$ cat src/rtl/sys_clk_ce_gen_if.sv
// Output bundle of the fractional clock-enable generator, plus the power-down request.
// The generator uses the master modport. The consumer (the system-domain logic) uses the slave modport.
interface sys_clk_ce_gen_if;
   logic pwrdwn;
   logic ce_out;
   logic clk_out;
   logic locked;
   logic param_err;

   modport master (
      input  pwrdwn,
      output ce_out,
      output clk_out,
      output locked,
      output param_err
   );

   modport slave (
      output pwrdwn,
      input  ce_out,
      input  clk_out,
      input  locked,
      input  param_err
   );
endinterface

$ cat src/rtl/sys_clk_ce_gen.sv
// Single-clock stand-in for the system PLL. It emits N enable strobes and N square-wave
// periods every D input cycles, after a fixed lock delay.
module sys_clk_ce_gen #(
   parameter int CLKFBOUT_MULT  = 13,
   parameter int DIVCLK_DIVIDE  = 2,
   parameter int CLKOUT0_DIVIDE = 20,
   parameter int LOCK_CYCLES    = 8
) (
   input  logic                  clk,
   input  logic                  rst,
   sys_clk_ce_gen_if.master      bus
);

   localparam int N = CLKFBOUT_MULT;
   localparam int D = DIVCLK_DIVIDE * CLKOUT0_DIVIDE;

   // VCO window 800..1600 MHz from a 200 MHz reference reduces to 4*DIVCLK <= N <= 8*DIVCLK.
   localparam logic PARAM_ERR = (CLKFBOUT_MULT < 1) || (DIVCLK_DIVIDE < 1) ||
                                (CLKOUT0_DIVIDE < 1) || (LOCK_CYCLES < 1) ||
                                (2 * N > D) || (N < 4 * DIVCLK_DIVIDE) ||
                                (N > 8 * DIVCLK_DIVIDE);

   localparam int CE_W_RAW = $clog2(D + N);
   localparam int CE_W     = (CE_W_RAW < 1) ? 1 : CE_W_RAW;
   localparam int TG_W_RAW = $clog2(D + 2 * N);
   localparam int TG_W     = (TG_W_RAW < 1) ? 1 : TG_W_RAW;
   localparam int LK_W_RAW = $clog2(LOCK_CYCLES + 1);
   localparam int LK_W     = (LK_W_RAW < 1) ? 1 : LK_W_RAW;

   localparam logic [CE_W:0]   CE_INC    = (CE_W + 1)'(N);
   localparam logic [CE_W:0]   CE_MOD    = (CE_W + 1)'(D);
   localparam logic [TG_W:0]   TG_INC    = (TG_W + 1)'(2 * N);
   localparam logic [TG_W:0]   TG_MOD    = (TG_W + 1)'(D);
   localparam logic [LK_W-1:0] LOCK_LAST = LK_W'(LOCK_CYCLES - 1);

   typedef enum logic [0:0] {
      ST_WAIT = 1'b0,
      ST_RUN  = 1'b1
   } state_t;

   state_t            state_r, state_nxt_s;
   logic [LK_W-1:0]   lock_cnt_r, lock_cnt_nxt_s;
   logic [CE_W-1:0]   acc_ce_r, acc_ce_nxt_s, ce_step_s;
   logic [TG_W-1:0]   acc_tg_r, acc_tg_nxt_s, tg_step_s;
   logic [CE_W:0]     ce_sum_s;
   logic [TG_W:0]     tg_sum_s;
   logic              ce_wrap_s, tg_wrap_s;
   logic              ce_out_r, ce_nxt_s;
   logic              clk_out_r, clk_nxt_s;
   logic              locked_r, locked_nxt_s;

   // One accumulator step for both the enable and toggle phases. Wrap is the carry out of modulo D.
   always_comb begin
      ce_sum_s  = {1'b0, acc_ce_r} + CE_INC;
      tg_sum_s  = {1'b0, acc_tg_r} + TG_INC;
      ce_wrap_s = (ce_sum_s >= CE_MOD);
      tg_wrap_s = (tg_sum_s >= TG_MOD);
      if (ce_wrap_s) begin
         ce_step_s = CE_W'(ce_sum_s - CE_MOD);
      end else begin
         ce_step_s = ce_sum_s[CE_W-1:0];
      end
      if (tg_wrap_s) begin
         tg_step_s = TG_W'(tg_sum_s - TG_MOD);
      end else begin
         tg_step_s = tg_sum_s[TG_W-1:0];
      end
   end

   // Next state and next outputs. The entry edge already performs the first step from a cleared phase.
   always_comb begin
      state_nxt_s    = state_r;
      lock_cnt_nxt_s = lock_cnt_r;
      acc_ce_nxt_s   = acc_ce_r;
      acc_tg_nxt_s   = acc_tg_r;
      ce_nxt_s       = 1'b0;
      clk_nxt_s      = clk_out_r;
      locked_nxt_s   = locked_r;
      if (bus.pwrdwn || PARAM_ERR) begin
         state_nxt_s    = ST_WAIT;
         lock_cnt_nxt_s = '0;
         acc_ce_nxt_s   = '0;
         acc_tg_nxt_s   = '0;
         clk_nxt_s      = 1'b0;
         locked_nxt_s   = 1'b0;
      end else begin
         case (state_r)
            ST_WAIT: begin
               locked_nxt_s = 1'b0;
               clk_nxt_s    = 1'b0;
               if (lock_cnt_r == LOCK_LAST) begin
                  state_nxt_s    = ST_RUN;
                  lock_cnt_nxt_s = '0;
                  locked_nxt_s   = 1'b1;
                  acc_ce_nxt_s   = ce_step_s;
                  acc_tg_nxt_s   = tg_step_s;
                  ce_nxt_s       = ce_wrap_s;
                  clk_nxt_s      = tg_wrap_s;
               end else begin
                  lock_cnt_nxt_s = lock_cnt_r + LK_W'(1);
               end
            end
            ST_RUN: begin
               locked_nxt_s = 1'b1;
               acc_ce_nxt_s = ce_step_s;
               acc_tg_nxt_s = tg_step_s;
               ce_nxt_s     = ce_wrap_s;
               clk_nxt_s    = clk_out_r ^ tg_wrap_s;
            end
            default: begin
               state_nxt_s    = ST_WAIT;
               lock_cnt_nxt_s = '0;
               acc_ce_nxt_s   = '0;
               acc_tg_nxt_s   = '0;
               clk_nxt_s      = 1'b0;
               locked_nxt_s   = 1'b0;
            end
         endcase
      end
   end

   // State and output registers with synchronous reset.
   always_ff @(posedge clk) begin
      if (rst) begin
         state_r    <= ST_WAIT;
         lock_cnt_r <= '0;
         acc_ce_r   <= '0;
         acc_tg_r   <= '0;
         ce_out_r   <= 1'b0;
         clk_out_r  <= 1'b0;
         locked_r   <= 1'b0;
      end else begin
         state_r    <= state_nxt_s;
         lock_cnt_r <= lock_cnt_nxt_s;
         acc_ce_r   <= acc_ce_nxt_s;
         acc_tg_r   <= acc_tg_nxt_s;
         ce_out_r   <= ce_nxt_s;
         clk_out_r  <= clk_nxt_s;
         locked_r   <= locked_nxt_s;
      end
   end

   assign bus.ce_out    = ce_out_r;
   assign bus.clk_out   = clk_out_r;
   assign bus.locked    = locked_r;
   assign bus.param_err = PARAM_ERR;

endmodule

$ cat src/flat_wrapper.sv
// flat-port wrapper written by rule: the top's interface ports become plain ports
module sys_clk_ce_gen_flat 
#(
   parameter int CLKFBOUT_MULT  = 13,
   parameter int DIVCLK_DIVIDE  = 2,
   parameter int CLKOUT0_DIVIDE = 20,
   parameter int LOCK_CYCLES    = 8
)
  (clk, rst, bus_pwrdwn, bus_ce_out, bus_clk_out, bus_locked, bus_param_err);
  sys_clk_ce_gen_if bus_i ();
  input  logic clk;
  input  logic rst;
  input wire logic [$bits(bus_i.pwrdwn)-1:0] bus_pwrdwn;
  output wire logic [$bits(bus_i.ce_out)-1:0] bus_ce_out;
  output wire logic [$bits(bus_i.clk_out)-1:0] bus_clk_out;
  output wire logic [$bits(bus_i.locked)-1:0] bus_locked;
  output wire logic [$bits(bus_i.param_err)-1:0] bus_param_err;
  assign bus_i.pwrdwn = bus_pwrdwn;
  assign bus_ce_out = bus_i.ce_out;
  assign bus_clk_out = bus_i.clk_out;
  assign bus_locked = bus_i.locked;
  assign bus_param_err = bus_i.param_err;
  sys_clk_ce_gen #(.CLKFBOUT_MULT(CLKFBOUT_MULT), .DIVCLK_DIVIDE(DIVCLK_DIVIDE), .CLKOUT0_DIVIDE(CLKOUT0_DIVIDE), .LOCK_CYCLES(LOCK_CYCLES)) u_core (.clk(clk), .rst(rst), .bus(bus_i));
endmodule
$ cat config.mk
export PLATFORM = sky130hd
export DESIGN_NAME = sys_clk_ce_gen_flat
export DESIGN_NICKNAME = d
export VERILOG_FILES = /design/src/rtl/sys_clk_ce_gen_if.sv /design/src/rtl/sys_clk_ce_gen.sv /design/src/flat_wrapper.sv
export SDC_FILE = /design/constraint.sdc
export NUM_CORES = 1
export LEC_CHECK = 0
export BUFFER_PORTS_ARGS = -buffer_cell sky130_fd_sc_hd__buf_2
export CAP_MARGIN = 20
export CORE_MARGIN = 2
export CORE_UTILIZATION = 45
export CTS_CLUSTER_SIZE = 12
export DETAILED_ROUTE_END_ITERATION = 12
export PLACE_DENSITY_LB_ADDON = 0.3
export SLEW_MARGIN = 20
export SYNTH_ARGS = -nofsm -noshare
export SYNTH_HDL_FRONTEND = slang
export SYNTH_SLANG_ARGS = --single-unit
$ cat constraint.sdc
create_clock -name clk -period 3.2 [get_ports clk]
set_clock_uncertainty 0.2 [all_clocks]
set_input_delay 0.48 -clock clk [delete_from_list [all_inputs] [get_ports clk]]
set_output_delay 0.48 -clock clk [all_outputs]
set_load 0.05 [all_outputs]
# [Word-level counts from Yosys, hierarchy flattened]
# Cells that the tools add are included.
[word_totals] output_inout_bits=4 regBits=21 inputBits=3
[classes] bitwise=2 magnitude_cmp=2 mux=14 reduce_logical=1 n_eq_ne=2 n_addsub=5
[op_table] op="$mux 7" n=2
[op_table] op="$pmux 7 s2" n=1
[op_table] op="$mux 6" n=2
[op_table] op="$pmux 6 s2" n=1
[op_table] op="$add 7x5->8 const B" n=1
[op_table] op="$ge 8x6->1 const B" n=1
[op_table] op="$add 6x4->7 const B" n=1
[op_table] op="$ge 7x6->1 const B" n=1
[op_table] op="$sub 7x6->7 const B" n=1
[op_table] op="$pmux 1 s2" n=3
[op_table] op="$sub 6x6->6 const B" n=1
[op_table] op="$add 4x1->4 const B" n=1
[op_table] op="$eq 4x3->1 const B" n=1
[op_table] op="$mux 1" n=4
[op_table] op="$mux 4" n=1
[op_table] op="$ne 2x1->1 const B" n=1
[op_table] op="$reduce_or 2->1" n=1
[op_table] op="$not 1->1" n=1
[op_table] op="$xor 1x1->1" n=1

# [Logic depth before layout (Yosys ltp)]
# Gate-level depths: netlist of the first run.
[depth] depth_word=5 ltp_mapped=9 depth_no_buf=9

# [Worst setup path after synthesis of the first run]
# Ideal clock, no wire load.
[synth_path] kind="register to register" from="reg u_core.acc_tg_r[1]" to="reg u_core.acc_tg_r[4]" n_path_buf=0 t_arrival_ps=2172 setup_time_ps=120 slack_ps=709 stages_incl_launch_ff=9 path_cell_list="dfxtp_1 -> ha_1 -> or2b_1 -> and2_1 -> ha_1 -> a311oi_2 -> o211ai_2 -> o21a_1 -> o31a_1"
[synth_between] elab_chain_len=5 elab_cells_between_ends=6
[synth_rtl] element="from (decl)" line="sys_clk_ce_gen.sv:44" source="logic [TG_W-1:0] acc_tg_r, acc_tg_nxt_s, tg_step_s;"
[synth_rtl] element="from (signal assigned)" line="sys_clk_ce_gen.sv:136" source="acc_tg_r <= acc_tg_nxt_s;"
[synth_rtl] element="$add 7x5->8 *" line="sys_clk_ce_gen.sv:55" source="tg_sum_s = {1'b0, acc_tg_r} + TG_INC;"
[synth_rtl] element="$sub 7x6->7 / $ge 8x6->1 (equally long branches)" line="sys_clk_ce_gen.sv:64, sys_clk_ce_gen.sv:57"
[synth_rtl] element="$mux 7 *" line="sys_clk_ce_gen.sv:63" source="if (tg_wrap_s) begin"
[synth_rtl] element="$mux 7" line="sys_clk_ce_gen.sv:91" source="if (lock_cnt_r == LOCK_LAST) begin"
[synth_rtl] element="$pmux 7 s2 *" line="sys_clk_ce_gen.sv:87" source="case (state_r)"
# Mark *: on every way between the ends. The rest lies on a longest branch, timed or not. The select of a mux whose other input is x is not followed.
# A chain may end at the register's enable or synchronous reset.

# [Final worst setup path of the first run]
[layout_path] from="reg u_core.acc_tg_r[2]" to="reg u_core.clk_out_r (netlist: u_core.bus.clk_out)"
[layout_between] elab_chain_len=4 elab_cells_between_ends=5
[layout_rtl] element="$add 7x5->8 *" line="sys_clk_ce_gen.sv:55"
[layout_rtl] element="$ge 8x6->1 *" line="sys_clk_ce_gen.sv:57" source="tg_wrap_s = (tg_sum_s >= TG_MOD);"
[layout_rtl] element="$xor 1x1->1 / $mux 1 (equally long branches)" line="sys_clk_ce_gen.sv:108, sys_clk_ce_gen.sv:91"
[layout_rtl] element="$pmux 1 s2 *" line="sys_clk_ce_gen.sv:87"
[layout_rtl] element="to (signal assigned)" line="sys_clk_ce_gen.sv:138" source="clk_out_r <= clk_nxt_s;"
[layout_rtl] element="to (decl)" line="sys_clk_ce_gen.sv:49" source="logic clk_out_r, clk_nxt_s;"
# Mark *: on every way between the ends. The rest lies on a longest branch, timed or not.

==> results of run 1 <==
-- layout by cell type (no fill, tap or decap), types with 2 or more instances in the layout --
| cell | Yosys | final |
|---|---|---|
| nor2b_1 | 2 | 2 |
| inv_1 | 3 | 3 |
| mux2i_1 | 4 | 4 |
| o211ai_1 | 3 | 3 |
| o21ai_0 | 4 | 4 |
| nor3_1 | 5 | 5 |
| or3_1 | 5 | 5 |
| clkbuf_4 | 0 | 3 |
| a211oi_1 | 3 | 3 |
| ha_1 | 6 | 6 |
| buf_4 | 1 | 2 |
| buf_2 | 0 | 5 |
| nor2_1 | 21 | 21 |
| dfxtp_1 | 19 | 19 |
| o21a_1 | 3 | 3 |
| xnor2_1 | 7 | 7 |
| and2_1 | 3 | 3 |
| a21oi_1 | 11 | 11 |
| nand2_1 | 14 | 14 |
| nand2b_1 | 2 | 2 |
| or4_1 | 2 | 2 |
| o31a_1 | 2 | 2 |
| and3_1 | 2 | 2 |
-- kinds of logic (layout without fill, tap and decap cells) --
group,count (synthesis),in the layout,synth area share
other,1,1,0.00296
buffers and inverters,12,14,0.0564
adder cells (fa/ha/maj),6,6,0.0593
flip-flops,19,19,0.301
AND/OR/NAND/NOR,65,65,0.254
multiplexers,4,4,0.0317
XOR/XNOR,8,8,0.0554
AO/OA/AOI/OAI,41,41,0.239
-- stage by stage --
step | cells | setup WS [ns]
detailed placement | 185 | 0.491
global route | 189 | 0.267
CTS | 189 | 0.466
global placement | 185 | 0.617
finish | 189 | 0.446
floorplan | 156 | 0.709
-- routing by layer --
| metal | vias to the layer above | GRT usage | wire length (um) |
|---|---|---|---|
| met2 | 12 | 0.276 | 1240 |
| met3 | 2 | 0.0272 | 66 |
| met4 | 0 | 0.0498 | 19 |
| met1 | 514 | 0.232 | 1240 |
| li1 | 562 | - | - |
| met5 | - | 0 | 0 |
-- cell type report --
type	count	area share
multi-input cells	125	0.620
flip-flops and latches	19	0.290
repair buffers	7	0.0305
well taps	31	0.0296
clock buffers	3	0.0172
inverters	3	0.00859
clock inverters	1	0.00382
-- worst max-delay path: stages (launching register included) --
cell      delay, ns
dfxtp_1        0.49
ha_1           0.33
or2b_1         0.28
and2_1         0.17
ha_1           0.19
a311oi_2       0.32
o211ai_2       0.20
or3_1          0.38
a21oi_1        0.14
-- cells in the mapped netlist (2+ instances only) --
library cell,number,area (sq um)
mux2i_1,4,40.0
xnor2_1,7,61.3
nor2_1,21,78.8
buf_6,3,33.8
and2_1,3,18.8
o211ai_1,3,22.5
o31a_1,2,17.5
a21oi_1,11,55.1
or3_1,5,31.3
nand2b_1,2,12.5
nor3_1,5,25.0
clkbuf_1,4,15.0
and3_1,2,12.5
ha_1,6,75.1
dfxtp_1,19,380
o21a_1,3,22.5
or4_1,2,15.0
a211oi_1,3,22.5
o21ai_0,4,20.0
nand2_1,14,52.6
nor2b_1,2,12.5
inv_1,3,11.3
-- path summary, 6_finish.rpt --
kind | start | endpoint | slack [ns] | cells past startpoint
setup / recovery | u_core.acc_tg_r[2]$_SDFFE_PP0P_ | u_core.bus.clk_out$_SDFF_PP0_ | 0.45 | 8
hold / removal | bus_pwrdwn | u_core.acc_ce_r[3]$_SDFFE_PP0P_ | 0.26 | 3
setup reg to reg | u_core.acc_tg_r[2]$_SDFFE_PP0P_ | u_core.bus.clk_out$_SDFF_PP0_ | 0.45 | 8
hold reg to reg | u_core.lock_cnt_r[3]$_SDFFE_PP0N_ | u_core.lock_cnt_r[3]$_SDFFE_PP0N_ | 0.28 | 2
-- power by group through the flow --
stage | sequential [mW] | clock [mW] | combinational [mW]
floorplan | 0.244 | 0 | 0.0108
global placement | 0.244 | 0 | 0.0138
detailed placement | 0.244 | 0 | 0.0138
CTS | 0.239 | 0.131 | 0.0139
global route | 0.239 | 0.142 | 0.0161
finish | 0.239 | 0.128 | 0.0138
-- registers in the layout (all words and copies together) (netlist names) --
signal and flops:
u_core.bus.locked 1, u_core.bus.clk_out 1, u_core.lock_cnt_r 4, u_core.bus.ce_out 1, u_core.acc_ce_r 6, u_core.acc_tg_r 6
==> metrics.txt, run 1 <==
Max-Cap Viols=0; Final ANT Viol Nets=0; hold_ws=0.263 ns; cell area after synthesis=1260 sq um; RSZ-0062 raised after global routing=no; GRT overflow=0; Hold/Removal Path Class=input pin to flip-flop; # nets final=approximately 170; FFs w/ async S/R, synth=0; Comb pwr share=0.036; Fillers=282; worst-path fanout max=8; switching power total=between 0.09 and 0.1 mW; Avg Cell Area, Syn=approximately 8.1 sq um; Critical Path End Type=flip-flop; GPL Wtd Cong=0.933; Post-CTS Setup Bufs=0; warnings from Yosys=0; Mapped Cells=between 150 and 200; Synth cell types=50; Final Core Density=0.484; fin. max-slew vios=0; startpoint types=flip-flop; area of the core=~2700 sq um; drt initial violations=38; Worst EP arrival=approximately 2.8 ns; drt via density=5.77; outcome=finished clean; WL final=~2600 um; dpl hpwl=1840 um; router iterations before antenna repair=4; WS Path Type=flip-flop to flip-flop; Leak=0.479 nW; CTS tree=done; cell area after layout=1310 sq um; # DRC=0; drt wl/cell=13.6 um; Setup TNS=0 ns; Worst-path clk slew=0.12 ns; Final Setup Violations=0; power per cell area=about 290 nW/um^2; synthesis-stage register bit count=19; Clock Path Buffers=2; Sequential Power Share=0.627; vias in the first global route=1019; Final Power=0.381 mW; Port Buffers=5; cts bufs inserted=3; # diodes=0; largest net degree at the start of global routing=20; Sw Share=0.243; Clock Power Share=0.336; # rows=19; area growth from synthesis to layout=3.66%; Rel. slew slack=0.606; die span in y=around 57 um; ys flop type=dfxtp_1; Fmax=363 MHz; Hold Fails Final Rpt=0; initial antenna violation count=0; fin crit period=2.75 ns; Hold Buf Count CTS=0; io pins=7; internal power=0.288 mW; htree depth=1; CTS Sinks=19; Area after DPL=approximately 1300 sq um; die area=roughly 3300 sq um; routed vias=approximately 1100; starting density of the core=0.467; Post-synth EDFFs=0; GR Util All Layers=0.169; register area=380 sq um; Root Buffer=clkbuf_4; Max IR drop VDD=between 150 and 200 uV; Worst Max-Slew Pin Slew=0.584 ns; worst-skew pair later-pin latency=0.30 ns; first-pass GRT wire length=4490 um; fin crit share=0.861; CP required=3.24 ns; area of the multi-input gates=around 800 sq um; Syn Nets=165; sequential area share after synthesis=0.301; die width=around 57 um; Post-CTS Resized=0; share of cells above drive strength 1=0.114
No activity file was read; power rests on OpenSTA's default activity.
==> inputs of run 2 (changes only) <==
--- a/config.mk
+++ b/config.mk
@@ -12,4 +12,5 @@
 export CTS_CLUSTER_SIZE = 12
 export DETAILED_ROUTE_END_ITERATION = 12
+export MAX_ROUTING_LAYER = met4
 export PLACE_DENSITY_LB_ADDON = 0.3
 export SLEW_MARGIN = 20
==> constraint.sdc (replaced) <==
create_clock -name clk -period 3.2 [get_ports clk]
set_clock_uncertainty 0.2 [all_clocks]
set_input_delay 0.48 -clock clk [delete_from_list [all_inputs] [get_ports clk]]
set_output_delay 0.48 -clock clk [all_outputs]
set_load 0.1 [all_outputs]
==> run 2 against run 1 <==
Total power is essentially flat; sequential share of layout area is essentially flat; fmax grew 1.8%; clock power is essentially flat; global-route usage grew 0.38 points; utilization is essentially flat; cell area is essentially flat; register-to-register slack gained 0.05 ns; sequential power is essentially flat; die area is the same; non-clock buffer count is the same.
==> metrics.txt, run 2 (same netlist as run 1, synthesis figures left out) <==
fin crit share=0.846; share of cells above drive strength 1=0.108; Final Setup Violations=0; starting density of the core=0.467; Sequential Power Share=0.627; Comb pwr share=0.044; Post-CTS Setup Bufs=0; drt wl/cell=between 10 and 15 um; Final Core Density=0.483; register area=380 sq um; outcome=finished clean; io pins=7; commonest cells after routing, fill and taps aside=nor2_1 (21), dfxtp_1 (19), nand2_1 (14), a21oi_1 (11), xnor2_1 (7); cts bufs inserted=3; switching power total=0.0906 mW; internal power=0.290 mW; # rows=19; hold_ws=~0.27 ns; GRT overflow=0; drt via density=~5.6; Final Power=0.381 mW; # nets final=168; htree depth=1; Max IR drop VDD=~260 uV; Clock Power Share=0.329; die span in y=57.0 um; Rel. slew slack=0.638; Fillers=295; CP required=3.24 ns; Worst Max-Slew Pin Slew=0.539 ns; initial antenna violation count=0; router iterations before antenna repair=4; die area=3250 sq um; commonest non-fill, non-tap cell in the layout=nor2_1; worst-skew pair later-pin latency=0.30 ns; Critical Path End Type=flip-flop; fin crit period=2.71 ns; top flop regs=u_core.acc_ce_r: 6 flops, u_core.acc_tg_r: 6 flops, u_core.lock_cnt_r: 4 flops; first-pass GRT wire length=4400 um; Port Buffers=5; largest net degree at the start of global routing=20; routed vias=1065; Leak=0.477 nW; worst-path fanout max=8; RSZ-0062 raised after global routing=no; FF-to-FF setup slack=0.49 ns; drt initial violations=16; power per cell area=291 nW/um^2; Sw Share=0.238; Max-Cap Viols=0; Worst-path clk slew=0.12 ns; worst setup margin=0.494 ns; Root Buffer=clkbuf_4; area of the multi-input gates=813 sq um; dpl hpwl=1910 um; GPL Wtd Cong=around 0.93; startpoint types=flip-flop; Clock Path Buffers=2; Final ANT Viol Nets=0; area of the core=~2700 sq um; die width=57.0 um; Worst EP arrival=2.74 ns; CTS Sinks=19; WS Path Type=flip-flop to flip-flop; # diodes=0; fin. max-slew vios=0; Hold Fails Final Rpt=0; dpl ws=0.530 ns; # DRC=0; Hold Buf Count CTS=0; GR Util All Layers=0.173; vias in the first global route=1023; Setup TNS=0 ns; Post-CTS Resized=0; Hold/Removal Path Class=input pin to flip-flop; CTS tree=done; area growth from synthesis to layout=3.56%; Fmax=around 370 MHz; WL final=~2600 um
[run 2: layer usage]
metal / up-vias / share of wire / global-route usage / wire, um
met1: 482 / 0.49 / 0.223 / 1260
met2: 13 / 0.46 / 0.282 / 1180
li1: 566 / - / - / -
met3: 4 / 0.031 / 0.0227 / 78
met4: 0 / 0.014 / 0.0532 / 36
met5: - / 0 / - / 0
[run 2: final timing paths]
| check | endpoint | cells after the start | start |
|---|---|---|---|
| setup / recovery | u_core.bus.clk_out$_SDFF_PP0_ | 8 | u_core.acc_tg_r[1]$_SDFFE_PP0P_ |
| hold / removal | u_core.acc_ce_r[3]$_SDFFE_PP0P_ | 3 | bus_pwrdwn |
| setup reg to reg | u_core.bus.clk_out$_SDFF_PP0_ | 8 | u_core.acc_tg_r[1]$_SDFFE_PP0P_ |
| hold reg to reg | u_core.lock_cnt_r[3]$_SDFFE_PP0N_ | 2 | u_core.lock_cnt_r[3]$_SDFFE_PP0N_ |
[run 2: area by class of cell]
type / instances / share of cell area
clock buffers: 4 / 0.0201
multi-input cells: 125 / 0.621
repair buffers: 7 / 0.0306
inverters: 3 / 0.00860
flip-flops and latches: 19 / 0.290
well taps: 31 / 0.0296
[run 2: stage by stage]
stage | cell area, sq um | instances
4_1_cts | 1310 | 189
6_report | 1310 | 189
5_1_grt | 1310 | 189
3_5_place_dp | 1280 | 185
2_1_floorplan | 1260 | 156
3_3_place_gp | 1280 | 185
[run 2: critical path, cell delays in order (launching register included)]
cell and delay [ns]:
dfxtp_1 0.49, ha_1 0.31, or2b_1 0.28, and2_1 0.16, ha_1 0.19, a311oi_2 0.28, o211ai_2 0.19, or3_1 0.39
a21oi_1 0.15
[run 2: power by group through the flow]
| stage | combinational [mW] | sequential [mW] | clock (mW) |
|---|---|---|---|
| floorplan | 0.0134 | 0.244 | 0 |
| global placement | 0.0162 | 0.244 | 0 |
| detailed placement | 0.0170 | 0.244 | 0 |
| CTS | 0.0171 | 0.239 | 0.128 |
| global route | 0.0187 | 0.239 | 0.134 |
| finish | 0.0166 | 0.239 | 0.125 |
==> inputs of run 3 (changes only) <==
clock period = 2.4 ns   (was 3.2 ns; I/O delays follow)
==> run 3 against run 2 <==
Fmax up 19%; global-route usage up 1.1 points; critical path depth increased by 2; die area did not move; largest power group unchanged.
==> metrics.txt, run 3 (same netlist as run 1, synthesis figures left out) <==
CP max stage delay=~0.35 ns; CTS Sinks=19; area growth from synthesis to layout=11.2%; DR top layer=met4; worst setup margin=0.123 ns; die width=57.0 um; area of the core=2710 sq um; GR Util All Layers=0.184; Setup TNS=0 ns; RSZ-0062 raised after global routing=no; drt initial violations=between 40 and 50; # DRC=0; htree depth=1; dpl ws=0.0149 ns; Final Power=between 0.5 and 0.6 mW; Critical Path End Type=flip-flop; Leak=0.519 nW; Fillers=approximately 270; Hold Fails Final Rpt=0; # nets final=176; Rel. slew slack=0.653; met3 wire len=136 um; largest net degree at the start of global routing=19; router iterations before antenna repair=4; cts bufs inserted=3; CP most frequent cell=buf_4; io pins=7; Worst EP arrival=roughly 2.3 ns; WS Path Type=flip-flop to flip-flop; top flop regs=u_core.acc_ce_r: 6 flops, u_core.acc_tg_r: 6 flops, u_core.lock_cnt_r: 4 flops; register area=384 sq um; die span in y=57.0 um; starting density of the core=0.467; worst-path fanout max=7; Max IR drop VDD=320 uV; routed vias=around 1100; startpoint types=flip-flop; Clock Path Buffers=2; WL final=2730 um; fin crit share=0.949; met2 wire len=1270 um; Root Buffer=clkbuf_4; Max-Cap Viols=0; crit path cell chain=buf_4 -> a21oi_2 -> xnor2_1 -> ha_2 -> nand2_1 -> o21a_1 -> o211ai_2 -> buf_4 -> nor3b_1 -> o31a_1; Worst path slowest cell=dfxtp_2; Port Buffers=5; Worst Max-Slew Pin Slew=0.519 ns; commonest non-fill, non-tap cell in the layout=nor2_1; initial antenna violation count=0; # diodes=0; cell family with most CP delay=compound AO/OA/AOI/OAI gates; drt via density=5.77; power per cell area=364 nW/um^2; first-pass GRT wire length=4710 um; Routed met1 length=1300 um; Fmax=439 MHz; Hold/Removal Path Class=input pin to flip-flop; commonest cells after routing, fill and taps aside=nor2_1 (21), dfxtp_1 (16), nand2_1 (14), a21oi_1 (10), buf_4 (10); fin. max-slew vios=0; Final Setup Violations=0; Final ANT Viol Nets=0; die area=3250 sq um; outcome=finished clean; worst-skew pair later-pin latency=around 0.30 ns; Worst-path clk slew=~0.12 ns; drt wl/cell=roughly 14 um; share of cells above drive strength 1=0.211; WP buf/inv=2; GRT overflow=0; vias in the first global route=1070; CTS tree=done; dpl hpwl=1950 um; fin crit period=between 2 and 2.5 ns; GPL Wtd Cong=0.884; CP required=2.41 ns; Hold Buf Count CTS=0; # rows=19; area of the multi-input gates=842 sq um
## run 3: cell types whose count changed in the layout (fill, tap and decap cells not counted), sizes merged
cell      previous run  this run
buf                  7        15
clkbuf               4         3
clkinvlp             0         1
## run 3: power by group
group          total [mW]  switching [mW]  internal, mW
Clock               0.172           0.108        0.0635
Combinational      0.0225          0.0170       0.00556
Sequential          0.318         0.00144         0.317
## run 3: final timing paths
kind                                                         from                                 to  slack (ns)  cells after the start
worst max register to register    u_core.acc_tg_r[2]$_SDFFE_PP0P_    u_core.acc_tg_r[4]$_SDFFE_PP0P_        0.12                     10
worst min register to register  u_core.lock_cnt_r[3]$_SDFFE_PP0N_  u_core.lock_cnt_r[3]$_SDFFE_PP0N_        0.28                      2
worst max-delay path              u_core.acc_tg_r[2]$_SDFFE_PP0P_    u_core.acc_tg_r[4]$_SDFFE_PP0P_        0.12                     10
worst min-delay path                                   bus_pwrdwn    u_core.acc_ce_r[3]$_SDFFE_PP0P_        0.14                      3
## run 3: cell type report
cell class	instances	share of cell area
tap	31	0.0276
timing repair buffer	15	0.0712
multi-input combinational	125	0.599
inverter	3	0.00801
sequential	19	0.273
clock inverter	1	0.00534
clock buffer	3	0.0160
## run 3: routing by layer
| layer | global-route usage | up-vias |
|---|---|---|
| met5 | - | - |
| met4 | 0.0432 | 0 |
| met3 | 0.0499 | 2 |
| met2 | 0.294 | 30 |
| met1 | 0.234 | 527 |
| li1 | - | 577 |
## run 3: repair_timing
item	in CTS	in global routing
pin swaps	1	3
endpoints found under the setup margin	1	6
setup buffers	2	0
resized for setup	0	7
## run 3: worst register-to-register path, delay by kind of cell, from the launching register on
family                   cells  cell delay, ns
flip-flops                   1            0.35
buffers and inverters        2            0.33
AND/OR/NAND/NOR              2            0.10
adder cells (fa/ha/maj)      1            0.21
XOR/XNOR                     1            0.14
AO/OA/AOI/OAI                4            0.85
## run 3: stage by stage
| step | instances | instance area, sq um | util | hold slack (ns) |
|---|---|---|---|---|
| finish | 197 | 1410 | 0.519 | 0.135 |
| global route | 197 | 1410 | 0.519 | 0.167 |
| CTS | 197 | 1390 | 0.512 | 0.133 |
| detailed placement | 191 | 1340 | 0.496 | 0.260 |
| global placement | 191 | 1340 | 0.496 | 0.249 |
| floorplan | 156 | 1280 | - | 0.241 |
